`config.mk`:
```
export PLATFORM = sky130hd
export DESIGN_NAME = mpt_response_stage_flat
export DESIGN_NICKNAME = d
export VERILOG_FILES = /design/src/rtl/mpt_response_stage_pkg.sv /design/src/rtl/mpt_response_stage_if.sv /design/src/rtl/mpt_response_stage.sv /design/src/flat_wrapper.sv
export SDC_FILE = /design/constraint.sdc
export NUM_CORES = 1
export LEC_CHECK = 0
export CAP_MARGIN = 20
export CORE_UTILIZATION = 45
export DETAILED_ROUTE_END_ITERATION = 8
export GPL_ROUTABILITY_DRIVEN = 0
export PLACE_DENSITY = 0.78
export SYNTH_ARGS = -nofsm -noshare
export SYNTH_HDL_FRONTEND = slang
export SYNTH_SLANG_ARGS = --single-unit
```
`constraint.sdc`:
```
create_clock -name clk_i -period 1.9 [get_ports clk_i]
set_input_delay 0.38 -clock clk_i [delete_from_list [all_inputs] [get_ports clk_i]]
set_output_delay 0.38 -clock clk_i [all_outputs]
set_load 0.005 [all_outputs]
```
`src/rtl/mpt_response_stage_pkg.sv`:
```
// Shared types for the MPT response stage.
// Holds the packed pipeline transaction, the fault-cause and access-type enums,
// and the buffered response entry.
package mpt_response_stage_pkg;

  localparam int unsigned SPA_FIELD_W = 24;

  typedef enum logic [2:0] {
    NO_ERROR       = 3'd0,
    NOT_VALID_ADDR = 3'd1,
    RESERVED_BITS  = 3'd2,
    BAD_LEVEL      = 3'd3,
    MISALIGNED     = 3'd4
  } page_format_fault_e;

  typedef enum logic {
    MPT_WALKING_RUN  = 1'b0,
    MPT_WALKING_SKIP = 1'b1
  } mpt_walking_e;

  typedef enum logic [1:0] {
    ACCESS_READ  = 2'd0,
    ACCESS_WRITE = 2'd1,
    ACCESS_EXEC  = 2'd2,
    ACCESS_RSVD  = 2'd3
  } access_type_e;

  localparam logic [1:0] FAULT_NONE   = 2'd0;
  localparam logic [1:0] FAULT_FORMAT = 2'd1;
  localparam logic [1:0] FAULT_ACCESS = 2'd2;

  // Completed beat from the checker pipeline; 32 bits total.
  // The SPA field carries the low SPA_FIELD_W bits of the address and is
  // zero-extended when echoed.
  typedef struct packed {
    logic                   valid;
    mpt_walking_e           walking;
    page_format_fault_e     format_error;
    logic                   access_error;
    access_type_e           access_type;
    logic [SPA_FIELD_W-1:0] spa;
  } mptw_transaction_t;

  // One decoded response held in the FIFO.
  typedef struct packed {
    logic                   allow;
    logic [1:0]             fault;
    page_format_fault_e     cause;
    access_type_e           access_type;
    logic [SPA_FIELD_W-1:0] spa;
  } resp_entry_t;

endpackage

```
`src/rtl/mpt_response_stage_if.sv`:
```
// Handshake bundle for mpt_response_stage.
// Upstream pipeline port: stage_slave_valid / stage_slave_ready / stage_slave_data.
// Requester port: resp_valid_o / resp_ready_i plus the decoded response fields.
// Modport slave is the stage side, master is the pipeline/requester side.
interface mpt_response_stage_if #(
  parameter int unsigned DATA_WIDTH = 32,
  parameter int unsigned SPA_WIDTH  = 64
);

  logic                                        stage_slave_valid;
  logic                                        stage_slave_ready;
  logic [DATA_WIDTH-1:0]                       stage_slave_data;
  logic                                        resp_valid_o;
  logic                                        resp_ready_i;
  logic                                        resp_allow_o;
  logic [1:0]                                  resp_fault_o;
  mpt_response_stage_pkg::page_format_fault_e  resp_cause_o;
  logic [SPA_WIDTH-1:0]                        resp_spa_o;
  mpt_response_stage_pkg::access_type_e        resp_access_type_o;

  modport slave (
    input  stage_slave_valid, stage_slave_data, resp_ready_i,
    output stage_slave_ready, resp_valid_o, resp_allow_o, resp_fault_o,
           resp_cause_o, resp_spa_o, resp_access_type_o
  );

  modport master (
    output stage_slave_valid, stage_slave_data, resp_ready_i,
    input  stage_slave_ready, resp_valid_o, resp_allow_o, resp_fault_o,
           resp_cause_o, resp_spa_o, resp_access_type_o
  );

endinterface

```
`src/rtl/mpt_response_stage.sv`:
```
// Last stage of the MPT checker pipeline.
// Drops bubbles, decodes each real beat into a permit/format-fault/access-fault
// response, buffers it in a FIFO and returns responses in push order.
// Ports:
//   clk_i, rst_ni      clock, asynchronous active-low reset
//   flush_i            synchronous flush of all buffered responses
//   bus (slave)        upstream beat handshake and requester response port
//   stat_allow_cnt_o   popped permitted responses (saturating)
//   stat_deny_cnt_o    popped denied responses (saturating)
// Optional feature: define MPT_RESP_STATS_EN to build the statistics counters;
// otherwise both stat ports are tied to zero.
module mpt_response_stage
  import mpt_response_stage_pkg::*;
#(
  parameter int unsigned PIPELINE_SLAVE_DATA_WIDTH = 32,
  parameter int unsigned FIFO_DEPTH                = 4,
  parameter int unsigned SPA_WIDTH                 = 64
) (
  input  logic                  clk_i,
  input  logic                  rst_ni,
  input  logic                  flush_i,
  mpt_response_stage_if.slave   bus,
  output logic [31:0]           stat_allow_cnt_o,
  output logic [31:0]           stat_deny_cnt_o
);

  localparam int unsigned AW     = $clog2(FIFO_DEPTH);
  localparam int unsigned CW     = AW + 1;
  localparam int unsigned TXN_W  = $bits(mptw_transaction_t);

  if (PIPELINE_SLAVE_DATA_WIDTH != TXN_W) begin : g_bad_width
    $error("PIPELINE_SLAVE_DATA_WIDTH must equal the transaction width");
  end
  if (FIFO_DEPTH < 2 || (FIFO_DEPTH & (FIFO_DEPTH - 1)) != 0) begin : g_bad_depth
    $error("FIFO_DEPTH must be a power of two >= 2");
  end

  mptw_transaction_t beat;
  resp_entry_t       new_entry;
  resp_entry_t       head;
  resp_entry_t       mem [FIFO_DEPTH];
  logic [AW-1:0]     rd_ptr;
  logic [AW-1:0]     wr_ptr;
  logic [CW-1:0]     count;
  logic [CW-1:0]     count_next;
  logic              ready_q;
  logic              empty;
  logic              push;
  logic              pop;
  logic              unused_walking;

  assign beat = mptw_transaction_t'(bus.stage_slave_data);

  // Walking state only matters upstream; it never produces a fault here.
  assign unused_walking = (beat.walking == MPT_WALKING_SKIP);

  assign empty = (count == '0);
  // Flush wins over both ends of the FIFO in its cycle.
  assign push  = bus.stage_slave_valid & ready_q & beat.valid & ~flush_i;
  assign pop   = ~empty & bus.resp_ready_i & ~flush_i;

  // Decode: format fault has priority over access fault.
  always_comb begin
    new_entry             = '0;
    new_entry.cause       = NO_ERROR;
    new_entry.fault       = FAULT_NONE;
    new_entry.access_type = beat.access_type;
    new_entry.spa         = beat.spa;
    if (beat.format_error != NO_ERROR) begin
      new_entry.fault = FAULT_FORMAT;
      new_entry.cause = beat.format_error;
    end else if (beat.access_error) begin
      new_entry.fault = FAULT_ACCESS;
    end
    new_entry.allow = (new_entry.fault == FAULT_NONE);
  end

  // Occupancy after this edge.
  always_comb begin
    count_next = count;
    if (flush_i) begin
      count_next = '0;
    end else if (push && !pop) begin
      count_next = count + CW'(1);
    end else if (pop && !push) begin
      count_next = count - CW'(1);
    end
  end

  // Pointers, count and the registered upstream ready.
  always_ff @(posedge clk_i or negedge rst_ni) begin
    if (!rst_ni) begin
      rd_ptr  <= '0;
      wr_ptr  <= '0;
      count   <= '0;
      ready_q <= 1'b1;
    end else begin
      count   <= count_next;
      ready_q <= (count_next != CW'(FIFO_DEPTH));
      if (flush_i) begin
        rd_ptr <= '0;
        wr_ptr <= '0;
      end else begin
        if (push) wr_ptr <= wr_ptr + AW'(1);
        if (pop)  rd_ptr <= rd_ptr + AW'(1);
      end
    end
  end

  // Response storage.
  always_ff @(posedge clk_i or negedge rst_ni) begin
    if (!rst_ni) begin
      for (int i = 0; i < FIFO_DEPTH; i++) begin
        mem[i] <= '0;
      end
    end else if (push) begin
      mem[wr_ptr] <= new_entry;
    end
  end

  // Head of FIFO drives the response port; fields read as zero when empty.
  assign head                   = mem[rd_ptr];
  assign bus.stage_slave_ready  = ready_q;
  assign bus.resp_valid_o       = ~empty;
  assign bus.resp_allow_o       = ~empty & head.allow;
  assign bus.resp_fault_o       = empty ? FAULT_NONE : head.fault;
  assign bus.resp_cause_o       = empty ? NO_ERROR : head.cause;
  assign bus.resp_access_type_o = empty ? ACCESS_READ : head.access_type;
  assign bus.resp_spa_o         = empty ? '0 : SPA_WIDTH'(head.spa);

`ifdef MPT_RESP_STATS_EN
  logic [31:0] allow_cnt;
  logic [31:0] deny_cnt;

  // Saturating counts of popped responses.
  always_ff @(posedge clk_i or negedge rst_ni) begin
    if (!rst_ni) begin
      allow_cnt <= '0;
      deny_cnt  <= '0;
    end else if (pop) begin
      if (head.allow) begin
        if (allow_cnt != '1) allow_cnt <= allow_cnt + 32'd1;
      end else begin
        if (deny_cnt != '1) deny_cnt <= deny_cnt + 32'd1;
      end
    end
  end

  assign stat_allow_cnt_o = allow_cnt;
  assign stat_deny_cnt_o  = deny_cnt;
`else
  assign stat_allow_cnt_o = '0;
  assign stat_deny_cnt_o  = '0;
`endif

endmodule
```
`src/flat_wrapper.sv`:
```
// flat-port wrapper written by rule: the top's interface ports become plain ports
module mpt_response_stage_flat import mpt_response_stage_pkg::*;
#(
  parameter int unsigned PIPELINE_SLAVE_DATA_WIDTH = 32,
  parameter int unsigned FIFO_DEPTH                = 4,
  parameter int unsigned SPA_WIDTH                 = 64
)
  (clk_i, rst_ni, flush_i, stat_allow_cnt_o, stat_deny_cnt_o, bus_stage_slave_valid, bus_stage_slave_data, bus_resp_ready_i, bus_stage_slave_ready, bus_resp_valid_o, bus_resp_allow_o, bus_resp_fault_o, bus_resp_cause_o, bus_resp_spa_o, bus_resp_access_type_o);
  mpt_response_stage_if #(.SPA_WIDTH(SPA_WIDTH)) bus_i ();
  input  logic clk_i;
  input  logic rst_ni;
  input  logic flush_i;
  output logic [31:0] stat_allow_cnt_o;
  output logic [31:0] stat_deny_cnt_o;
  input wire logic [$bits(bus_i.stage_slave_valid)-1:0] bus_stage_slave_valid;
  input wire logic [$bits(bus_i.stage_slave_data)-1:0] bus_stage_slave_data;
  input wire logic [$bits(bus_i.resp_ready_i)-1:0] bus_resp_ready_i;
  output wire logic [$bits(bus_i.stage_slave_ready)-1:0] bus_stage_slave_ready;
  output wire logic [$bits(bus_i.resp_valid_o)-1:0] bus_resp_valid_o;
  output wire logic [$bits(bus_i.resp_allow_o)-1:0] bus_resp_allow_o;
  output wire logic [$bits(bus_i.resp_fault_o)-1:0] bus_resp_fault_o;
  output wire logic [$bits(bus_i.resp_cause_o)-1:0] bus_resp_cause_o;
  output wire logic [$bits(bus_i.resp_spa_o)-1:0] bus_resp_spa_o;
  output wire logic [$bits(bus_i.resp_access_type_o)-1:0] bus_resp_access_type_o;
  assign bus_i.stage_slave_valid = bus_stage_slave_valid;
  assign bus_i.stage_slave_data = bus_stage_slave_data;
  assign bus_i.resp_ready_i = bus_resp_ready_i;
  assign bus_stage_slave_ready = bus_i.stage_slave_ready;
  assign bus_resp_valid_o = bus_i.resp_valid_o;
  assign bus_resp_allow_o = bus_i.resp_allow_o;
  assign bus_resp_fault_o = bus_i.resp_fault_o;
  assign bus_resp_cause_o = bus_i.resp_cause_o;
  assign bus_resp_spa_o = bus_i.resp_spa_o;
  assign bus_resp_access_type_o = bus_i.resp_access_type_o;
  mpt_response_stage #(.PIPELINE_SLAVE_DATA_WIDTH(PIPELINE_SLAVE_DATA_WIDTH), .FIFO_DEPTH(FIFO_DEPTH), .SPA_WIDTH(SPA_WIDTH)) u_core (.clk_i(clk_i), .rst_ni(rst_ni), .flush_i(flush_i), .bus(bus_i), .stat_allow_cnt_o(stat_allow_cnt_o), .stat_deny_cnt_o(stat_deny_cnt_o));
endmodule
```
== Word level (Yosys, flattened, before mapping) ==
Index checks and enable logic that the tools add are counted.

* Register bits after elaboration: 136
* Word-level logic and storage cells: 72
* Output and inout bits: 138
* Input port bits: 37

* Eq/ne operators: 1
* Magnitude comparators: 3
* $add $sub $neg: 4
* Bitwise operators: 10
* Multiplexer cells: 20
* Reduce and logical (&&, ||, !) cells: 10

{| class="wikitable"
|+ Operators by type and width
! operator !! number
|-
| 128-bit bitwise mux || 1
|-
| 32-bit 2-to-1 mux || 3
|-
| 32-bit binary-select mux with 2-bit select || 1
|-
| 32-bit demux with 2-bit select || 1
|-
| 24-bit 2-to-1 mux || 1
|-
| 2-bit 2-to-1 mux || 8
|-
| 3-bit 2-to-1 mux || 5
|-
| 1-bit AND || 6
|-
| 3-bit >= comparator (second input constant) || 2
|-
| 2-bit NOT with 3-bit output || 2
|-
| 2-bit by 1-bit adder with 2-bit output (second input constant) || 2
|-
| 2-bit nonzero test || 2
|-
| 3-bit by 1-bit adder with 3-bit output (second input constant) || 1
|-
| 1-bit logical AND || 3
|-
| 3-bit zero test || 1
|-
| 3-bit by 1-bit < comparator with 1-bit output (second input constant) || 1
|-
| 3-bit != test (second input constant) || 1
|-
| 3-bit nonzero test || 1
|-
| 3-bit by 1-bit subtractor with 3-bit output (second input constant) || 1
|-
| 1-bit zero test || 2
|-
| 2-bit zero test || 1
|-
| 1-bit NOT || 2
|}

== Logic depth before layout (Yosys ltp) ==
Gate-level depths: netlist of run 1.

* Word-level depth: 9
* Depth in mapped cells: 9
* Depth with buffers taken out: 7

== Least setup slack after synthesis of run 1 ==
OpenSTA, ideal clock, no wires.

* Path type: register to output
* From: reg u_core.rd_ptr[0]
* To: out bus_resp_allow_o
* Required time: 1.520 ns
* Path buffers: 2
* Path slack: 0.046 ns
* Arrival: 1.474 ns
* Stages on the path, launching flop included: 5
* Cells stage by stage: dfrtp_1 -> buf_2 -> buf_2 -> mux4_2 -> and2_1

* Word-level cells in the longest chain between the ends: 5

{| class="wikitable"
|+ RTL lines
! item !! RTL line !! text
|-
| start, declared || mpt_response_stage.sv:42 || <nowiki>logic [AW-1:0] rd_ptr;</nowiki>
|-
| start signal, assigned || mpt_response_stage.sv:105 || <nowiki>if (pop) rd_ptr <= rd_ptr + AW'(1);</nowiki>
|-
| 2-bit NOT with 3-bit output (implied by the code) || mpt_response_stage.sv:122 || <nowiki>assign head = mem[rd_ptr];</nowiki>
|-
| 32-bit binary-select mux with 2-bit select || mpt_response_stage.sv:122 ||
|-
| 32-bit 2-to-1 mux (implied by the code) (2 in a row) || mpt_response_stage.sv:122 ||
|-
| 1-bit AND || mpt_response_stage.sv:125 || <nowiki>assign bus.resp_allow_o = ~empty & head.allow;</nowiki>
|-
| end, declared || flat_wrapper.sv:20 || <nowiki>output wire logic [$bits(bus_i.resp_allow_o)-1:0] bus_resp_allow_o;</nowiki>
|}

No other way between the ends. The select of a mux whose other input is x is not followed.

== Final worst setup path of run 1 ==
* From: reg u_core.rd_ptr[0]
* To: out bus_resp_spa_o[11]

* Word-level cells in the longest chain between the ends: 5

{| class="wikitable"
|+ RTL lines
! item !! RTL line !! text
|-
| 2-bit NOT with 3-bit output (implied by the code) || mpt_response_stage.sv:122 ||
|-
| 32-bit binary-select mux with 2-bit select || mpt_response_stage.sv:122 ||
|-
| 32-bit 2-to-1 mux (implied by the code) (2 in a row) || mpt_response_stage.sv:122 ||
|-
| 24-bit 2-to-1 mux || mpt_response_stage.sv:129 || <nowiki>assign bus.resp_spa_o = empty ? '0 : SPA_WIDTH'(head.spa);</nowiki>
|-
| end, declared || flat_wrapper.sv:23 || <nowiki>output wire logic [$bits(bus_i.resp_spa_o)-1:0] bus_resp_spa_o;</nowiki>
|}

No other way between the ends. The select of a mux whose other input is x is not followed.

==> out/results.ini, run 1 <==
[layout]
fillers = 1095
syn_to_final_growth_pct = 28.12
diodes = 0
multiInputGateArea_um2 = 3216
drive_above_1_share_pct = 48.40
final_nets = 686
layout_common_cells = dfrtp_1, mux2_2, conb_1, buf_6, clkdlybuf4s50_1
ff_latch_area_um2 = 3407
fin_util_pct = 59.15
mostFrequentLayoutCell = dfrtp_1

[worst_setup_path]
critPathMaxStageDelay_ps = 490
worstSetupStartpoint = u_core.rd_ptr[0]$_DFFE_PN0P_
slowest_stage = mux4_2
end_kind = output pin
worstPathMaxFanout = 7
worstSetupStartpointType = register
rr_endpoint = u_core.bus.stage_slave_ready$_DFF_PN1_
reg2reg_from = u_core.count[1]$_DFF_PN0_
cp_common_cell = buf_12
r2r_slack_ps = 20
crit_arrival_ps = 1990
crit_chain = buf_12, buf_12, buf_8, mux4_2, and2_4, buf_6
r2r_cells = 9
crit_required_ps = 1520
crit_type = register to output pin

[run]
cap_viol_max_count = 0

[drt]
drt-total-wl_um = 14290
drtIter0Drc = 173
final_antenna_net_count = 0
dr_total_vias = 4173
dr.pass1.iters = 4
viasPerCell = 4.819
wl_per_cell_um = 16.50
drc = 0

[clock_tree]
cts_sinks = 136
cts-htree-levels = 4
clockBufferDepth = 2
cts_tree = done
root_buffer = clkbuf_16
cts.clk_slew.worst_paths_ps = 60
cts_buffers = 17
clk_latency_ps = 410

[floorplan]
die_area_um2 = 16160
core_area_um2 = 15260
die-width_um = 127.1
start_util_pct = 46.17
num_rows = 45
ios = 175
die_y_um = 127.1

[synth]
yosysTopAreaCellShare_pct = 47.96
synth.distinct_cells = 32
syn-cell-area_um2 = 7044
synth_ff_type = dfrtp_1
ys_ff_latch = 136
synthesis.instances = 525
synth_edf_count = 0
async_flop_share_pct = 100.0
yosys_warnings = 0
ys_seq_area_share_pct = 48.33
yosys-top-cells-area = dfrtp_1, mux2_2, buf_4
synth_area_leader_cell = dfrtp_1
syn_avg_cell_area_um2 = 13.42

[global_routing]
grt_antenna_before_repair = 0
grt_pass1_vias = 4399
grt_usage_pct = 18.92
grt_max_degree = 45
gr-total-overflow = 0
grt_pass1_wl_um = 23160

[power_and_ir_drop]
max-vdd-ir-drop_v = 0.001011
total_power_mw = 13.16
p_per_area_nw_per_um2 = 1458
p_leak_nw = 4.264

[timing]
worst_slack_ps = -468.5
fin_hold_ws_ps = 442.8
skew_ps = 8.562
finalHoldViolCount = 0
finalMaxSlewViolations = 0
max_freq_mhz = 422.2
setup_viol = 32
min_period_over_period_pct = 124.7
fin_crit_ps = 2368
rsz0062_at_grt = yes

[outcome]
violations = setup timing
status = finished with violations

[hold_path]
worstHoldPathType = primary input to async pin

[placed_design]
portBuffers = 69
hpwl_um = 9151

[worst max-delay path by stage]
stage                         end  slack [ps]  depth (start not counted)
2_1_floorplan    bus_resp_allow_o          50                          4
3_3_place_gp     bus_resp_allow_o        -260                          4
3_5_place_dp   bus_resp_spa_o[13]        -260                          4
4_1_cts         bus_resp_spa_o[9]        -470                          6
5_1_grt        bus_resp_spa_o[11]        -530                          6
6_report       bus_resp_spa_o[11]        -470                          6
[layout make-up]
cell class | count | area share [%]
flip-flops and latches | 136 | 37.75
multi-input cells | 356 | 35.63
repair buffers | 126 | 15.92
clock buffers | 19 | 4.797
well taps | 211 | 2.925
clock inverters | 13 | 2.773
inverters | 5 | 0.2080
[power by group]
part           total [mW]  internal (mW)  switching [mW]
combinational        5.19           3.33            1.86
sequential           4.18           3.74           0.441
clock                3.79           2.59            1.20
total                13.2           9.66            3.50
[what timing repair did]
item | in CTS | in global routing
resized for setup | 212 | 11
hold buffers | 1 | 0
endpoints found under the setup margin | 35 | 34
pin swaps | 34 | 5
endpoints found under the hold margin | 35 | 0
cloned | 2 | 0
buffers inserted | 21 | 4
[worst max-delay path: cells and delay by family (launching register included)]
kind          cells  cell delay (ps)
mux               1              490
buf+inv           4              490
flops             1              440
simple gates      1              160
[Yosys cell counts (5+ instances only)]
cell type    n
dfrtp_1    135
mux2_2     116
buf_4      105
and2_1      32
mux4_2      32
buf_2       19
nand2_1     16
o21ai_0     12
ha_1         7
nor2_1       7
clkbuf_1     5
inv_1        5
nand2_2      5
[through the flow]
stage	setup slack (ps)	instance area, um2	setup TNS, ps	instances
global route	-529.9	9025	-13680	866
detailed placement	-263.3	7855	-7670	809
finish	-468.5	9025	-11700	866
floorplan	45.72	7431	0	628
global placement	-262.5	7855	-6966	809
CTS	-472.7	9012	-12850	865
[cells by family after synthesis]
logic type / Yosys count / share of synthesized area, %
xor+xnor: 6 / 0.7460
fa+ha+maj: 7 / 1.243
flops: 136 / 48.33
mux: 148 / 28.77
buf+inv: 136 / 13.39
compound gates: 20 / 1.616
simple gates: 71 / 5.844
other cells: 1 / 0.05323
[routing by layer]
metal | share of wire [%] | global-route usage, % | vias up
li1 | - | - | 1844
met4 | 1.2 | 5.252 | 0
met5 | 0 | 0 | -
met1 | 41 | 22.10 | 2149
met3 | 4.2 | 5.276 | 16
met2 | 53 | 34.10 | 164
[registers in the layout, summed over array words and instances (netlist names)]
register                      cells
u_core.mem                      128
u_core.count                      3
u_core.rd_ptr                     2
u_core.wr_ptr                     2
u_core.bus.stage_slave_ready      1
Note: power is estimated with default switching activity, not from simulation.
==> inputs of run 2 (changes only) <==
--- a/config.mk
+++ b/config.mk
@@ -6,10 +6,12 @@
 export NUM_CORES = 1
 export LEC_CHECK = 0
 export CAP_MARGIN = 20
-export CORE_UTILIZATION = 45
+export CORE_UTILIZATION = 25
+export CTS_CLUSTER_SIZE = 20
 export DETAILED_ROUTE_END_ITERATION = 8
 export GPL_ROUTABILITY_DRIVEN = 0
-export PLACE_DENSITY = 0.78
+export PLACE_DENSITY = 0.49
 export SYNTH_ARGS = -nofsm -noshare
 export SYNTH_HDL_FRONTEND = slang
 export SYNTH_SLANG_ARGS = --single-unit
+export TNS_END_PERCENT = 20
==> run 2 against run 1 <==
The run still ends with setup timing left. Non-clock buffer count is 1 higher. Hold slack got worse by 13 ps. Utilization shrank 27 points.
==> out/results.ini, run 2 (synthesized netlist as in run 1, its figures left out) <==
[power_and_ir_drop]
p_per_area_nw_per_um2 = 1337
max-vdd-ir-drop_v = 0.0005321
p_leak_nw = 4.198

[layout]
largest_reg_flops = 128
reg_top3 = u_core.mem (128), u_core.count (3)
syn_to_final_growth_pct = 27.92
layout_common_cells = dfrtp_1, mux2_2, conb_1, clkdlybuf4s50_1
diodes = 0
mostFrequentLayoutCell = dfrtp_1
drive_above_1_share_pct = 48.93
largest-register = u_core.mem
final_area_um2 = 9011
final_nets = 687
fin_cells = 1034
fin_util_pct = 32.44

[run]
cap_viol_max_count = 0

[timing]
rsz0062_at_grt = yes
min_period_over_period_pct = 123.9
worst_slack_ps = -454.1
fin_crit_ps = 2354
finalHoldViolCount = 0
setup_viol = 32
finalMaxSlewViolations = 0
skew_ps = 9.811
max_freq_mhz = 424.8

[worst_setup_path]
crit_required_ps = 1520
worstSetupEndpoint = bus_resp_cause_o[1]
r2r_slack_ps = 90
worstSetupStartpoint = u_core.rd_ptr[0]$_DFFE_PN0P_
worstPathMaxFanout = 7
reg2reg_from = u_core.count[0]$_DFF_PN0_
crit_type = register to output pin
rr_endpoint = u_core.bus.stage_slave_ready$_DFF_PN1_
worstSetupStartpointType = register
end_kind = output pin
r2r_cells = 8
crit_arrival_ps = 1970

[clock_tree]
clockBufferDepth = 2
cts_tree = done
cts_sinks = 136
cts.clk_slew.worst_paths_ps = 60
root_buffer = clkbuf_16
cts-htree-levels = 4
cts_buffers = 17
clk_latency_ps = 430

[drt]
final_antenna_net_count = 0
viasPerCell = 3.988
drt-total-wl_um = 15830
drc = 0
dr.pass1.iters = 4
drtIter0Drc = 113
dr_total_vias = 4124
wl_per_cell_um = 15.31

[global_routing]
grt_antenna_before_repair = 0
grt_max_degree = 51
grt_pass1_vias = 4508
gr-total-overflow = 0
grt_pass1_wl_um = 25310
grt_usage_pct = 11.81

[floorplan]
ios = 175
num_rows = 61
core_area_um2 = 27780
start_util_pct = 25.36
die_y_um = 169.9
die-width_um = 169.9
die_area_um2 = 28850

[placed_design]
hpwl_um = 10390
placed_area_um2 = 8129
preCtsSetupSlack_ps = -276.4
portBuffers = 69
place_inst = 978

[hold_path]
worstHoldPathType = primary input to async pin

[outcome]
status = finished with violations
violations = setup timing

run 2: cell count changes in the layout (fill, tap and decap cells not counted), sizes merged:
cell | previous run | this run
buf | 89 | 69
clkbuf | 20 | 40
inv | 5 | 14
bufinv | 7 | 1
clkdlybuf4s50 | 35 | 34
clkinv | 5 | 4
clkinvlp | 1 | 0
dlymetal6s2s | 0 | 1
run 2: worst min-delay path by stage:
| stage | from | endpoint | slack [ps] | cells after the start |
|---|---|---|---|---|
| after detailed placement | rst_ni | u_core.mem[46]$_DFFE_PN0P_ | 320 | 1 |
| after global placement | rst_ni | u_core.mem[14]$_DFFE_PN0P_ | 310 | 1 |
| after CTS | rst_ni | u_core.mem[80]$_DFFE_PN0P_ | 430 | 2 |
| after floorplan | rst_ni | u_core.count[0]$_DFF_PN0_ | 80 | 0 |
| after global routing | rst_ni | u_core.mem[109]$_DFFE_PN0P_ | 460 | 2 |
| final | rst_ni | u_core.mem[46]$_DFFE_PN0P_ | 430 | 2 |
run 2: cell type report:
type / count / area [um2]
clock buffer: 18 / 439.2
clock inverter: 14 / 151.4
fill: 2723 / 18770
inverter: 5 / 18.77
multi-input combinational: 356 / 3192
sequential: 136 / 3407
tap: 378 / 473.0
timing repair buffer: 127 / 1330
run 2: what timing repair did:
action	4_1_cts	5_1_grt
hold buffers	1	0
endpoints found under the hold margin	38	0
gates resized for setup	122	56
pin swaps	17	17
endpoints found under the setup margin	35	35
gates cloned	1	0
buffers inserted	16	9
run 2: metrics by stage:
stage,setup TNS [ps],hold WS (ps),power (mW)
finish,-12010,430.3,12.05
global route,-14080,458.4,12.81
CTS,-15300,430.0,12.12
detailed placement,-11580,319.7,8.423
global placement,-10660,312.2,8.283
floorplan,0,84.41,6.522
run 2: critical path, stage by stage, from the launching register on:
cell     delay [ps]
dfrtp_2         410
buf_12          140
buf_12          120
buf_6           100
mux4_2          500
and2_4          180
buf_6           110
run 2: power by group:
group	switching, mW	leakage [nW]	internal [mW]
Sequential	0.418	1.77	3.73
Clock	1.42	0.293	1.90
Combinational	1.73	2.13	2.85
Total	3.57	4.20	8.48
run 2: per-layer routing:
metal / track usage [%] / routed length, um / up-vias / part of all wire, %
li1: - / - / 1862 / -
met1: 13.83 / 6601 / 2116 / 42
met2: 20.67 / 8322 / 132 / 53
met3: 3.442 / 729 / 14 / 4.6
met4: 3.721 / 175 / 0 / 1.1
met5: 0 / 0 / - / 0
